## src/rtl/mem_wb_stage.sv

```systemverilog
// rtl/mem_wb_stage.sv - MEM/WB pipeline register, load formatting and writeback select
//
// Ports:
//   clk, rst_n              clock, asynchronous active-low reset
//   stall_i, flush_i        hold WB contents / load a bubble (flush wins)
//   mem_*                   memory-stage outputs captured into WB
//   wb_valid                WB slot holds a real instruction
//   wb_rd_addr, wb_rd_data  register-file write address and data (always driven)
//   wb_reg_write_en         register-file write strobe
//   wb_load_misaligned      load in WB has a misaligned address (write suppressed)
//   instret                 retired-instruction counter

module mem_wb_stage #(
    parameter int INSTRET_WIDTH = 64
) (
    input  logic                     clk,
    input  logic                     rst_n,
    input  logic                     stall_i,
    input  logic                     flush_i,
    input  logic                     mem_valid,
    input  logic [31:0]              mem_wb_dmem_data_out,
    input  logic [31:0]              mem_wb_alu_result,
    input  logic [4:0]               mem_wb_rd_addr,
    input  logic                     mem_wb_reg_write_en,
    input  logic [1:0]               mem_wb_mem_to_reg,
    input  logic [2:0]               mem_funct3,
    input  logic [31:0]              mem_pc_plus4,
    output logic                     wb_valid,
    output logic [4:0]               wb_rd_addr,
    output logic [31:0]              wb_rd_data,
    output logic                     wb_reg_write_en,
    output logic                     wb_load_misaligned,
    output logic [INSTRET_WIDTH-1:0] instret
);

    localparam logic [1:0] SEL_ALU  = 2'b00;
    localparam logic [1:0] SEL_LOAD = 2'b01;
    localparam logic [1:0] SEL_PC4  = 2'b10;

    localparam logic [2:0] F3_LB  = 3'b000;
    localparam logic [2:0] F3_LH  = 3'b001;
    localparam logic [2:0] F3_LBU = 3'b100;
    localparam logic [2:0] F3_LHU = 3'b101;

    logic                     r_valid;
    logic [31:0]              r_alu_result;
    logic [31:0]              r_load_word;
    logic [4:0]               r_rd_addr;
    logic                     r_reg_write_en;
    logic [1:0]               r_mem_to_reg;
    logic [2:0]               r_funct3;
    logic [31:0]              r_pc_plus4;
    logic [INSTRET_WIDTH-1:0] r_instret;

    logic [1:0]  w_byte_off;
    logic [7:0]  w_byte;
    logic [15:0] w_half;
    logic [31:0] w_load_data;
    logic        w_is_half;
    logic        w_is_byte;
    logic        w_misaligned;
    logic [31:0] w_wb_data;

    // Pipeline register. Flush only needs to kill valid and the write strobe;
    // the remaining fields are left as they were since a bubble ignores them.
    always_ff @(posedge clk or negedge rst_n) begin
        if (!rst_n) begin
            r_valid        <= 1'b0;
            r_alu_result   <= '0;
            r_load_word    <= '0;
            r_rd_addr      <= '0;
            r_reg_write_en <= 1'b0;
            r_mem_to_reg   <= '0;
            r_funct3       <= '0;
            r_pc_plus4     <= '0;
        end else if (flush_i) begin
            r_valid        <= 1'b0;
            r_reg_write_en <= 1'b0;
        end else if (!stall_i) begin
            r_valid        <= mem_valid;
            r_alu_result   <= mem_wb_alu_result;
            r_load_word    <= mem_wb_dmem_data_out;
            r_rd_addr      <= mem_wb_rd_addr;
            r_reg_write_en <= mem_wb_reg_write_en;
            r_mem_to_reg   <= mem_wb_mem_to_reg;
            r_funct3       <= mem_funct3;
            r_pc_plus4     <= mem_pc_plus4;
        end
    end

    // An instruction retires on the edge that moves it out of WB; a stalled
    // one has not left yet, so it is counted on the release edge instead.
    always_ff @(posedge clk or negedge rst_n) begin
        if (!rst_n) begin
            r_instret <= '0;
        end else if (r_valid && !stall_i) begin
            r_instret <= r_instret + INSTRET_WIDTH'(1);
        end
    end

    assign w_byte_off = r_alu_result[1:0];

    always_comb begin
        w_byte = r_load_word[7:0];
        case (w_byte_off)
            2'd0:    w_byte = r_load_word[7:0];
            2'd1:    w_byte = r_load_word[15:8];
            2'd2:    w_byte = r_load_word[23:16];
            default: w_byte = r_load_word[31:24];
        endcase
    end

    assign w_half = w_byte_off[1] ? r_load_word[31:16] : r_load_word[15:0];

    // Unused funct3 codes fall through to a full-word load.
    always_comb begin
        w_load_data = r_load_word;
        case (r_funct3)
            F3_LB:   w_load_data = {{24{w_byte[7]}}, w_byte};
            F3_LBU:  w_load_data = {24'd0, w_byte};
            F3_LH:   w_load_data = {{16{w_half[15]}}, w_half};
            F3_LHU:  w_load_data = {16'd0, w_half};
            default: w_load_data = r_load_word;
        endcase
    end

    assign w_is_byte = (r_funct3 == F3_LB) || (r_funct3 == F3_LBU);
    assign w_is_half = (r_funct3 == F3_LH) || (r_funct3 == F3_LHU);

    // Anything that is neither a byte nor a halfword access is a word access
    // and needs both offset bits clear. Bubbles never report a misalignment.
    assign w_misaligned = r_valid && (r_mem_to_reg == SEL_LOAD) &&
                          ((w_is_half && w_byte_off[0]) ||
                           (!w_is_byte && !w_is_half && (w_byte_off != 2'd0)));

    always_comb begin
        w_wb_data = r_alu_result;
        case (r_mem_to_reg)
            SEL_ALU:  w_wb_data = r_alu_result;
            SEL_LOAD: w_wb_data = w_load_data;
            SEL_PC4:  w_wb_data = r_pc_plus4;
            default:  w_wb_data = r_alu_result;
        endcase
    end

    assign wb_valid           = r_valid;
    assign wb_rd_addr         = r_rd_addr;
    assign wb_rd_data         = w_wb_data;
    assign wb_load_misaligned = w_misaligned;
    assign wb_reg_write_en    = r_valid && r_reg_write_en &&
                                (r_rd_addr != 5'd0) && !w_misaligned;
    assign instret            = r_instret;

endmodule

```

## config.mk

```make
export PLATFORM = sky130hd
export DESIGN_NAME = mem_wb_stage
export DESIGN_NICKNAME = d
export VERILOG_FILES = /design/src/rtl/mem_wb_stage.sv
export SDC_FILE = /design/constraint.sdc
export NUM_CORES = 1
export LEC_CHECK = 0
export CAP_MARGIN = 20
export CORE_MARGIN = 2
export CORE_UTILIZATION = 45
export CTS_CLUSTER_DIAMETER = 200
export DETAILED_ROUTE_END_ITERATION = 10
export PLACE_DENSITY = 0.74
export SLEW_MARGIN = 20
export SYNTH_ARGS = -nofsm -noshare
export SYNTH_HDL_FRONTEND = slang
export SYNTH_SLANG_ARGS = --single-unit
```

## constraint.sdc

```tcl
create_clock -name clk -period 2.2 [get_ports clk]
set_input_delay 0.22 -clock clk [delete_from_list [all_inputs] [get_ports clk]]
set_output_delay 0.22 -clock clk [all_outputs]
set_load 0.005 [all_outputs]
```

==> run metrics <==
dpl cells 1181; Yosys cell types 42; Vias per Instance around 5.5; CP Capture Point wb_rd_data[12]; Fin Setup TNS -4.35 ns; PD cells roughly 750 mW/mm2; global routing's busiest layer met2; initial core utilization a little under half; Gate Count Post-Synth a little over 700; Pleak between 5 and 6 nW; number of global-route vias before repair between 7k and 8k; clk_lat worst skew about 0.42 ns; Total Power 0.00928 W; routed length per instance a little under 20 um; grt total ovfl 0; met1 Usage GRT about a third; RSZ-0062 raised after global routing true; failing checks negative setup slack; Final Core Density 69.5%; Slew HR between 60% and 70%; count of final hold-check violations 0; Vias just under 7k; routability cong. between 0.8 and 0.9; antenna viol nets, final 0; CP max stage delay around 0.42 ns; crit path from r_funct3[1]$_DFFE_PN0P_; Arrival @ worst endpoint 2.22 ns; hold slack 0.330 ns; Register-to-Register Path Depth 5; Period minus WS final between 2 and 2.5 ns; CTS sink cnt approximately 170; DR DRC count 0; worst path buffer plus inverter count 3; R2R Path Start instret[20]$_DFFE_PN0P_; final WL 24300 um; Hold WC Path Type in2async; Synth top area share between 50 and 60%; port buffer count 215; CTS Buf Count 17; num rows 49; grt met2 use just over 40%; reg-to-reg endpoint instret[63]$_DFFE_PN0P_; Worst Tran Pin Value roughly 0.53 ns; slowest cell on the critical path or3_4; fin crit share 111%; cell depth of the worst setup path 8; Post-layout nets about 1.1k; Detailed Routing Iterations Pass 1 5; total number of yosys warnings 0; max-cap viol count 0; Async SR Flop Fraction 100%; Crit path max-delay family compound AO/OA/AOI/OAI gates; CTS H-tree depth 4; clk_skew just over 0.008 ns; post-route setup slack -0.237 ns; Worst VDD drop 0.000555 V; Post-synth EDFFs 0; Die Wd roughly 140 um; Yosys top cell by area dfrtp_1; core area 0.0178 mm2; critical path, cell by cell or3_4, o22ai_4, a21oi_4, buf_4, buf_6, a221oi_4, a211o_1, buf_2; Crit Path Max Fanout 3; critical path type reg2out; DP HPWL between 15000 and 20000 um; sequential share of the synthesized area 53.2%; drt first-iter violations between 300 and 400; Post-Synthesis Cell Area 0.00809 mm2; I/O pins 216; Slew Viols, Final 0; Max clock buf depth 2; Clock Tree Root clkbuf_16; status finished with violations; Fmax 410 MHz; Worst Setup End Kind output port; CTS tree built; GR Util All Layers 25.2%; synth top area cells dfrtp_1 53%, mux2_2 13%, xnor2_1 3.6%, xor2_1 3.2%, nand2_1 2.6%; grt met3 use between 6 and 7%; Startpoint Class flip-flop; Die H 138 um; area delta synth->final 52.7%; first-pass GRT wire length 38300 um; die area around 0.019 mm2; most frequent cells in the layout 180 x clkdlybuf4s50_1, 171 x dfrtp_1, 88 x mux2_2; largest net degree at the start of global routing 56; FF+latch count, synth around 170; Mapped Avg Cell Area 11.3 um2; Mapped Nets 830; most common cell after layout, fill and taps aside clkdlybuf4s50_1; fraction of layout cells with a size suffix above 1 a little under a third; fin cells around 1.2k; Most used DFF post-synth dfrtp_1; max reg flops 64; Reg2Reg Setup Slack ~0.15 ns; Setup Viol. Count Final 31; antenna violations before repair 1; Critical Path RT just under 2 ns; Reg clk slew, reported paths 0.06 ns
cell usage after synthesis, types with 2 or more instances:
master / n
a211o_1: 8
a21oi_1: 11
a221oi_1: 8
a22oi_1: 17
a2bb2oi_1: 7
a31oi_1: 23
and2_1: 5
and3_1: 13
and4_1: 7
buf_2: 2
clkbuf_1: 36
dfrtp_1: 172
ha_1: 3
inv_1: 22
mux2_2: 95
mux2i_1: 5
nand2_1: 57
nand2b_1: 2
nand3_1: 22
nand4_1: 22
nor2_1: 52
nor3_1: 7
nor3_2: 3
nor4_1: 7
nor4_2: 2
o21ai_0: 20
o221ai_1: 8
o22ai_1: 2
or2_2: 2
or4_1: 2
xnor2_1: 33
xor2_1: 30
through the flow:
stage                     area, um2  worst slack [ns]
after CTS                     12000            -0.227
after global placement        11000            -0.208
after global routing          12300            -0.329
after detailed placement      11000            -0.245
final                         12300            -0.237
after floorplan                8090             0.210
what timing repair did:
item                                    in CTS  in global routing
setup buffers                               23                 14
endpoints found under the setup margin      34                 34
pin swaps                                   51                 28
gates resized for setup                    203                 27
hold endpoints to repair                    51                  0
cloned                                       1                  1
hold buffers                                 1                  0
report_power, final:
part	total [W]	internal [W]	switching (W)
combinational	0.00256	0.00141	0.00115
clock	0.00301	0.00185	0.00116
sequential	0.00371	0.00348	0.000226
per-layer routing:
| metal | wire [um] | vias up |
|---|---|---|
| met1 | 10400 | 3473 |
| met2 | 12000 | 222 |
| li1 | - | 3158 |
| met5 | 0 | - |
| met3 | 1350 | 40 |
| met4 | 636 | 0 |
worst register-to-register path, stage by stage (launching register included):
cell and delay (ns):
dfrtp_1 0.42, nand4_1 0.17, or4_4 0.62, nand4b_4 0.32, nor4_4 0.29, xor2_1 0.16
cell type report:
type	instances	area [um2]
antenna	1	2.50
clock buffer	21	470
clock inverter	7	116
fill	1259	5430
inverter	22	82.6
multi-input combinational	483	4040
sequential	172	4310
tap	229	287
timing repair buffer	314	3040
worst min path at each step:
stage | endpoint | slack [ns] | depth (start not counted)
floorplan | instret[0]$_DFFE_PN0P_ | -0.08 | 0
global placement | instret[29]$_DFFE_PN0P_ | 0.22 | 1
detailed placement | instret[28]$_DFFE_PN0P_ | 0.22 | 1
CTS | r_funct3[2]$_DFFE_PN0P_ | 0.33 | 3
global route | r_mem_to_reg[1]$_DFFE_PN0P_ | 0.35 | 3
finish | instret[28]$_DFFE_PN0P_ | 0.33 | 2
logic make-up after synthesis:
| group | count (synthesis) | share of synthesized area (%) |
|---|---|---|
| buffers and inverters | 60 | 2.82 |
| AND/OR/NAND/NOR | 212 | 14.0 |
| XOR/XNOR | 63 | 6.82 |
| AO/OA/AOI/OAI | 105 | 8.88 |
| flip-flops | 172 | 53.2 |
| adder cells (fa/ha/maj) | 3 | 0.464 |
| multiplexers | 100 | 13.8 |
Power figures use the tool's default switching activity.
